<file path="config.mk">
export PLATFORM = sky130hd
export DESIGN_NAME = mux2_rr_arbiter
export DESIGN_NICKNAME = d
export VERILOG_FILES = /design/src/rtl/mux_arb_pkg.sv /design/src/rtl/mux_2x1_bus.sv /design/src/rtl/mux2_rr_arbiter.sv
export SDC_FILE = /design/constraint.sdc
export NUM_CORES = 1
export LEC_CHECK = 0
export BUFFER_PORTS_ARGS = -buffer_cell sky130_fd_sc_hd__buf_2
export CORE_MARGIN = 2
export CORE_UTILIZATION = 35
export CTS_CLUSTER_DIAMETER = 120
export DETAILED_ROUTE_END_ITERATION = 10
export HOLD_SLACK_MARGIN = 0.1
export PLACE_DENSITY = 0.65
export SLEW_MARGIN = 15
export SYNTH_ARGS = -nofsm -noshare
export SYNTH_HDL_FRONTEND = slang
export SYNTH_SLANG_ARGS = --single-unit
</file>
<file path="constraint.sdc">
create_clock -name clk -period 1.95 [get_ports clk]
set_input_delay 0.2925 -clock clk [delete_from_list [all_inputs] [get_ports clk]]
set_output_delay 0.2925 -clock clk [all_outputs]
set_load 0.01 [all_outputs]
</file>
<file path="src/rtl/mux_arb_pkg.sv">
// ---------------------------------------------------------------------------
// mux_arb_pkg
//   Shared types and defaults for the two-requester round-robin mux arbiter.
//   Contents:
//     arb_state_t    - arbiter FSM state (IDLE, GRANT0, GRANT1)
//     DEF_WIDTH      - default data width
//     DEF_BURST_LEN  - default maximum beats per grant before forced rotation
//     grant_of()     - maps a requester index to its grant state
// ---------------------------------------------------------------------------
package mux_arb_pkg;

  typedef enum logic [1:0] {
    IDLE   = 2'd0,
    GRANT0 = 2'd1,
    GRANT1 = 2'd2
  } arb_state_t;

  localparam int DEF_WIDTH     = 8;
  localparam int DEF_BURST_LEN = 4;

  function automatic arb_state_t grant_of(input logic idx);
    return idx ? GRANT1 : GRANT0;
  endfunction

endpackage

</file>
<file path="src/rtl/mux_2x1_bus.sv">
// ---------------------------------------------------------------------------
// mux_2x1_bus
//   Purely combinational WIDTH-bit 2:1 select.
//   Ports:
//     s_i   in  1      select: 0 = i0_i, 1 = i1_i
//     i0_i  in  WIDTH  input word 0
//     i1_i  in  WIDTH  input word 1
//     y_o   out WIDTH  selected word
// ---------------------------------------------------------------------------
module mux_2x1_bus #(
  parameter int WIDTH = 8
) (
  input  logic             s_i,
  input  logic [WIDTH-1:0] i0_i,
  input  logic [WIDTH-1:0] i1_i,
  output logic [WIDTH-1:0] y_o
);

  assign y_o = s_i ? i1_i : i0_i;

endmodule

</file>
<file path="src/rtl/mux2_rr_arbiter.sv">
// ---------------------------------------------------------------------------
// mux2_rr_arbiter
//   Round-robin arbiter sharing one 2:1 datapath between two requesters, with
//   a per-grant burst limit and a registered valid/ready output slot.
//   Ports:
//     clk      in   1      rising-edge clock
//     rst      in   1      synchronous, active-high reset
//     req0/i0  in   1/W    requester 0 request and data (held until taken)
//     req1/i1  in   1/W    requester 1 request and data (held until taken)
//     lock0/1  in   1      (ARB_LOCK_EN only) owner lock, suppresses rotation
//     gnt0/1   out  1      requester owns the datapath
//     take0/1  out  1      combinational strobe: word consumed this cycle
//     s        out  1      registered mux select, equals gnt1
//     Q        out  W      registered output word
//     q_valid  out  1      Q holds a valid word
//     q_ready  in   1      consumer accepts Q when q_valid && q_ready
//   Build option: define ARB_LOCK_EN to add the lock0/lock1 ports.
// ---------------------------------------------------------------------------
module mux2_rr_arbiter
  import mux_arb_pkg::*;
#(
  parameter int WIDTH     = DEF_WIDTH,
  parameter int BURST_LEN = DEF_BURST_LEN
) (
  input  logic             clk,
  input  logic             rst,
  input  logic             req0,
  input  logic [WIDTH-1:0] i0,
  input  logic             req1,
  input  logic [WIDTH-1:0] i1,
`ifdef ARB_LOCK_EN
  input  logic             lock0,
  input  logic             lock1,
`endif
  output logic             gnt0,
  output logic             gnt1,
  output logic             take0,
  output logic             take1,
  output logic             s,
  output logic [WIDTH-1:0] Q,
  output logic             q_valid,
  input  logic             q_ready
);

  localparam int               CNT_W   = $clog2(BURST_LEN + 1);
  localparam logic [CNT_W-1:0] CNT_MAX = CNT_W'(BURST_LEN);
  localparam logic [CNT_W-1:0] CNT_ONE = CNT_W'(1);

  arb_state_t       state_q, state_d;
  logic [CNT_W-1:0] beat_cnt_q, beat_cnt_d;
  logic             last_q, last_d;
  logic             s_q;
  logic [WIDTH-1:0] q_q, q_d;
  logic             q_valid_q, q_valid_d;

  logic [WIDTH-1:0] mux_y;
  logic             owner;
  logic             owner_req;
  logic             other_req;
  logic             owner_lock;
  logic             slot_free;
  logic             take;
  logic             burst_done;

  mux_2x1_bus #(.WIDTH(WIDTH)) u_mux (
    .s_i  (s_q),
    .i0_i (i0),
    .i1_i (i1),
    .y_o  (mux_y)
  );

  // Index of the current owner; only meaningful in the GRANT states.
  assign owner     = (state_q == GRANT1);
  assign owner_req = owner ? req1 : req0;
  assign other_req = owner ? req0 : req1;

`ifdef ARB_LOCK_EN
  assign owner_lock = owner ? lock1 : lock0;
`else
  assign owner_lock = 1'b0;
`endif

  assign slot_free = !q_valid_q || q_ready;
  assign take0     = (state_q == GRANT0) && req0 && slot_free;
  assign take1     = (state_q == GRANT1) && req1 && slot_free;
  assign take      = take0 || take1;

  // True when the current take is the last beat allowed in this grant. The
  // ">=" also covers a count saturated at BURST_LEN while locked, so the first
  // take after the lock drops rotates immediately.
  assign burst_done = (beat_cnt_q >= (CNT_MAX - CNT_ONE));

  // NOTE: every signal written here gets a default first, so no path through
  // the case leaves one unassigned and no latch is inferred.
  always_comb begin
    state_d    = state_q;
    beat_cnt_d = beat_cnt_q;
    last_d     = last_q;
    q_d        = q_q;
    q_valid_d  = q_valid_q;

    unique case (state_q)
      IDLE: begin
        if (req0 && req1) begin
          state_d = grant_of(!last_q);
        end else if (req0) begin
          state_d = GRANT0;
        end else if (req1) begin
          state_d = GRANT1;
        end
      end

      GRANT0, GRANT1: begin
        if (!owner_req) begin
          state_d    = other_req ? grant_of(!owner) : IDLE;
          beat_cnt_d = '0;
        end else if (take) begin
          if (!burst_done) begin
            beat_cnt_d = beat_cnt_q + CNT_ONE;
          end else if (owner_lock) begin
            beat_cnt_d = CNT_MAX;
          end else begin
            beat_cnt_d = '0;
            if (other_req) begin
              state_d = grant_of(!owner);
            end
          end
        end
        // Stalled (owner requesting, slot busy): hold everything.
      end

      default: state_d = IDLE;
    endcase

    // Output slot: a take always loads the slot; it is only legal when the
    // slot is free, so a word the consumer has not accepted is never lost.
    if (take) begin
      q_d       = mux_y;
      q_valid_d = 1'b1;
      last_d    = owner;
    end else if (q_valid_q && q_ready) begin
      q_valid_d = 1'b0;
    end
  end

  // NOTE: sequential state uses non-blocking assignments so every register
  // samples the pre-edge values regardless of statement order.
  always_ff @(posedge clk) begin
    if (rst) begin
      state_q    <= IDLE;
      beat_cnt_q <= '0;
      last_q     <= 1'b1;
      s_q        <= 1'b0;
      q_q        <= '0;
      q_valid_q  <= 1'b0;
    end else begin
      state_q    <= state_d;
      beat_cnt_q <= beat_cnt_d;
      last_q     <= last_d;
      // Select follows the next state so it only moves on grant changes.
      s_q        <= (state_d == GRANT1);
      q_q        <= q_d;
      q_valid_q  <= q_valid_d;
    end
  end

  assign gnt0    = (state_q == GRANT0);
  assign gnt1    = (state_q == GRANT1);
  assign s       = s_q;
  assign Q       = q_q;
  assign q_valid = q_valid_q;

endmodule

</file>
==> results of run 1 <==
==> worst max-delay path, cell delays in order (launching register included) <==
cell      delay, ps
dfxtp_1         340
ha_1            200
ha_1            190
a211o_1         300
nor2b_1         160
a221o_1         340
a221oi_2        260
==> metrics by stage <==
step	hold slack, ps	total power, µW
CTS	334.3	1173
finish	338.9	1164
global placement	486.1	985.5
floorplan	365.3	817.7
global route	352.5	1261
detailed placement	492.8	997.9
==> routing by layer <==
| layer | routed length [µm] | part of all wire (%) | GRT usage, % | vias to the layer above |
|---|---|---|---|---|
| met5 | 0 | 0 | 0 | - |
| met4 | 38 | 1.8 | 8.503 | 0 |
| met3 | 147 | 6.8 | 2.326 | 5 |
| met2 | 944 | 44 | 24.20 | 33 |
| met1 | 1021 | 47 | 18.73 | 415 |
| li1 | - | - | - | 460 |
==> cells in the final DEF (no fill, tap or decap), drive strengths merged <==
cell,synthesis,final
a221o,1,1
nor2b,2,2
a211oi,8,8
dfxtp,16,16
nand4b,3,3
ha,7,7
o21ba,1,1
a22o,1,1
inv,6,6
a221oi,1,1
nand3b,1,1
a21o,2,2
and3,3,3
o21ai,5,5
nor2,11,11
a21oi,8,8
or4b,1,1
o22ai,1,1
nand2b,2,2
nand2,5,5
nor3,1,1
o2111a,1,1
mux2i,9,9
buf,4,38
o21a,1,1
and2,1,1
clkbuf,1,3
nand3,1,1
o221ai,1,1
a211o,1,1
==> cell families after synthesis <==
family | count (synthesis) | synth area share [%]
adder cells (fa/ha/maj) | 7 | 9.234
AND/OR/NAND/NOR | 31 | 17.55
multiplexers | 9 | 9.499
flip-flops | 16 | 33.77
AO/OA/AOI/OAI | 32 | 24.27
buffers and inverters | 11 | 5.672
==> worst max path at each step <==
stage / startpoint / endpoint / slack, ps / cells past startpoint
global route: state_q[1] / s / 0.5 / 6
CTS: beat_cnt_q[0] / s / 40 / 6
floorplan: state_q[0] / s / 160 / 6
global placement: beat_cnt_q[0] / s / 120 / 6
finish: beat_cnt_q[0] / s / 80 / 6
detailed placement: beat_cnt_q[0] / s / 70 / 6
==> layout make-up <==
| class | instances | area share, % |
|---|---|---|
| multi-input cells | 79 | 49.00 |
| flip-flops and latches | 16 | 27.14 |
| repair buffers | 38 | 16.90 |
| well taps | 30 | 3.168 |
| clock buffers | 3 | 1.901 |
| inverters | 6 | 1.901 |
==> power groups by stage <==
| stage | logic [µW] | clock network (µW) | registers (µW) |
|---|---|---|---|
| finish | 547 | 169 | 448 |
| floorplan | 356 | 0 | 462 |
| global route | 610 | 191 | 460 |
| global placement | 533 | 0 | 452 |
| CTS | 545 | 179 | 449 |
| detailed placement | 543 | 0 | 455 |
==> registers in the layout, indices dropped and copies added (netlist names) <==
register and cells:
Q 8, beat_cnt_q 3, state_q 2, last_q 1, q_valid 1, s 1
==> impl_results.md, run 1 <==
- Worst r2r dst: s
- Dpl ws: 68.04 ps
- Worst Setup Start Kind: flop
- All-layer global routing usage: 14.96%
- Worst vdd ir: 436.6 µV
- Post-synthesis register bit count: 16
- Comb pwr share: 47.0%
- Slew Limit Fails: 0
- Outcome: completed
- IO Pins: 35
- I/O Buffers: 34
- Fin cells: 172
- CP max FO: 4
- Vias/cell: 5.308
- Sw Ratio: 38.41%
- Core ar.: 0.002522 mm²
- FF-to-FF setup slack: 80 ps
- Crit Path Category: reg2reg
- Area of the multi-input gates: 580.6 µm²
- Hpwl dp: 1.705 mm
- Synth async-reset ratio: 0%
- Internal: 717.0 µW
- Top cell type's share of synthesized area: 33.77%
- Hold depth: 3
- Clock transition at path regs: 90 ps
- WP data arrival: 2080 ps
- Die Wd: 56.06 µm
- Hold path start: i0[1]
- Clk_lat worst skew: 280 ps
- Cts hold-fix bufs: 0
- Final-layout fill cell count: 266
- Top-count cell post-synth: dfxtp_1
- Synth area leader: dfxtp_1
- RR Startpoint: beat_cnt_q[0]
- List of most frequent post-synthesis cells: dfxtp_1, nor2_1, mux2i_1
- Syn Inst Count: 106
- Yosys cell types: 34
- Placed Area: 0.001155 mm²
- Total number of vias: 913
- WL per Instance: 12.51 µm
- Area Growth Syn to Fin: 24.93%
- Layout cells sized above 1: 33.80%
- Htree depth: 1
- R2R depth: 6
- Ranking of synthesized cells by area: dfxtp_1, mux2i_1, ha_1
- Number of synthesized flops with an enable pin: 0
- Register area: 321.6 µm²
- Placed insts: 169
- Pre-antenna DRT Iters: 4
- Seq/Total Area, Yosys: 33.77%
- Die area: 0.003142 mm²
- Final setup TNS: 0 ps
- Clock Tree Root: clkbuf_4
- Pin count of the biggest net entering global routing: 15
- Initial DRC Count: 12
- Worst slew pin tran: 472.1 ps
- Initial Util: 37.60%
- Clock share of power: 14.5%
- DIE HEIGHT: 56.06 µm
- First-pass GRT wire length: 3.864 mm
- Tmin final: 1873 ps
- Fin crit share: 96.05%
- CP required: 2150 ps
- Psw: 447.1 µW
- Routability Congestion: 0.8872
- Tightest Hold Check Type: in2reg
- Final wirelength: 2.151 mm
- Max-cap viol count: 0
- GR Overflow Total: 0
- Lkg Pwr: 0.0005323 µW
- # clock sinks: 16
- N_diodes: 0
- Clk buf depth: 2
- Primary FF master, synth: dfxtp_1
- Synth warnings: 0
- Synth Cell Area: 948.4 µm²
- Relative slew slack: 68.48%
- Number of setup buffers added after CTS: 0
- CTS tree: built
- # nets final: 172
- Hold EP: Q[1]
- Syn Area/Cell: 8.947 µm²
- RSZ-0062 raised after global routing: false
- Final hold viol count: 0
- Post-route setup slack: 77.11 ps
- Post-CTS resize count: 0
- Final Core Density: 46.97%
- Register share of total power: 38.5%
- Vias in the first global route: 923
- Endpoint type of the worst setup path: flop
- Power Density: 982.5 mW/mm²
- Mapped Nets: 134
- Final setup vio count: 0
- CTS Buf Count: 3
- Clk_skew: 2.457 ps
- Fmax: 0.5339 GHz
- Final instance area: 0.001185 mm²
- Initial antenna violation count: 0
- Antenna Nets Post-Route: 0
- Rows: 18
- Number of remaining DRC errors: 0
No activity file was read; power rests on OpenSTA's default activity.
==> run 2, diff against run 1 <==
--- a/config.mk
+++ b/config.mk
@@ -12,6 +12,7 @@
 export DETAILED_ROUTE_END_ITERATION = 10
 export HOLD_SLACK_MARGIN = 0.1
 export PLACE_DENSITY = 0.65
+export REMOVE_ABC_BUFFERS = 1
 export SLEW_MARGIN = 15
 export SYNTH_ARGS = -nofsm -noshare
 export SYNTH_HDL_FRONTEND = slang
==> impl_results.md, run 2 (same netlist as run 1, synthesis figures left out) <==
- Clock transition at path regs: 90 ps
- IO Pins: 35
- Post-route setup slack: 62.15 ps
- Number of setup buffers added after CTS: 0
- R2R depth: 6
- Crit Path Category: reg2reg
- WP data arrival: 2080 ps
- Commonest non-fill, non-tap cell in the layout: buf_2
- Pin count of the biggest net entering global routing: 19
- Die area: 0.003142 mm²
- CTS tree: built
- Relative slew slack: 68.21%
- Crit path top cell by count: ha_1
- N_diodes: 0
- Clk_skew: 3.044 ps
- Clock Tree Root: clkbuf_4
- Final Core Density: 46.43%
- Layout cells sized above 1: 33.57%
- I/O Buffers: 34
- Endpoint type of the worst setup path: flop
- Final hold viol count: 0
- Worst slew pin tran: 476.2 ps
- Crit-path cells: ha_1, ha_1, a211o_1, nor2b_1, a221o_1, a221oi_2
- CP max FO: 4
- Top delay family on crit path: compound AO/OA/AOI/OAI gates
- Rows: 18
- Total number of vias: 913
- # clock sinks: 16
- All-layer global routing usage: 14.38%
- Pre-antenna DRT Iters: 4
- Fmax: 0.5297 GHz
- Core ar.: 0.002522 mm²
- Htree depth: 1
- First-pass GRT wire length: 3.608 mm
- Worst vdd ir: 512.0 µV
- Die Wd: 56.06 µm
- WP buf/inv: 0
- Critical path's largest stage delay: 380 ps
- Dpl ws: 28.75 ps
- Hpwl dp: 1.612 mm
- GR Overflow Total: 0
- CTS Buf Count: 3
- Crit. path cell count: 6
- Final setup vio count: 0
- Hold depth: 3
- Vias/cell: 5.371
- Fin crit share: 96.81%
- Number of remaining DRC errors: 0
- Routability Congestion: 0.9157
- Final setup TNS: 0 ps
- Slew Limit Fails: 0
- Tightest Hold Check Type: in2reg
- Final wirelength: 2.114 mm
- Power Density: 976.3 mW/mm²
- Clk_lat worst skew: 280 ps
- Area Growth Syn to Fin: 23.48%
- Vias in the first global route: 859
- Initial antenna violation count: 0
- Slowest-stage cell, CP: a221o_1
- Tmin final: 1888 ps
- Outcome: completed
- Antenna Nets Post-Route: 0
- Initial DRC Count: 17
- Commonest cells after routing, fill and taps aside: buf_2, dfxtp_1, nor2_1
- RSZ-0062 raised after global routing: false
- Cts hold-fix bufs: 0
- # nets final: 170
- CP required: 2150 ps
- Lkg Pwr: 0.0005222 µW
- Worst Setup Start Kind: flop
- Clk buf depth: 2
- Largest register FFs: 8
- WL per Instance: 12.44 µm
- Initial Util: 37.60%
- Max-cap viol count: 0
- DIE HEIGHT: 56.06 µm
run 2: changes by cell type in the layout (fill, tap and decap cells not counted):
cell | previous run | this run
dfxtp_2 | 1 | 2
dfxtp_1 | 15 | 14
buf_4 | 4 | 2
run 2: cell type report:
class                      instances  area [µm²]
clock buffer                       3       22.52
fill                             259        1351
inverter                           6       22.52
multi-input combinational         79       580.6
sequential                        16       322.8
tap                               30       37.54
timing repair buffer              36       185.2
run 2: repair_timing:
item | CTS | global route
pin swaps | 0 | 1
resized for setup | 1 | 3
setup endpoints to repair | 1 | 2
run 2: final timing paths:
kind	from	end	slack [ps]
worst max register to register	beat_cnt_q[0]	s	60
worst min register to register	Q[0]	Q[0]	500
worst min-delay path	i0[7]	Q[7]	340
worst max-delay path	beat_cnt_q[0]	s	60
run 2: power by group:
group | internal (µW) | switching [µW]
clock network | 71.6 | 97.1
logic | 235 | 285
registers | 396 | 58.8
run 2: per-stage QoR:
stage / power (µW) / hold slack, ps / cell area (µm²) / instances
CTS: 1150 / 335.4 / 1165 / 170
global placement: 963.7 / 484.5 / 1140 / 167
global route: 1234 / 343.1 / 1171 / 170
detailed placement: 975.8 / 495.2 / 1140 / 167
floorplan: 797.6 / 361.6 / 917.1 / 101
finish: 1143 / 339.3 / 1171 / 170
run 2: layer usage:
metal / wire (µm) / vias to the layer above / global-route usage [%]
li1: - / 460 / -
met1: 1002 / 407 / 17.58
met2: 908 / 40 / 23.19
met3: 150 / 6 / 3.023
met4: 53 / 0 / 8.163
met5: 0 / - / 0
run 2: worst min-delay path: stages:
cell and delay (ps):
buf_2 90, mux2i_1 110, a211oi_1 80
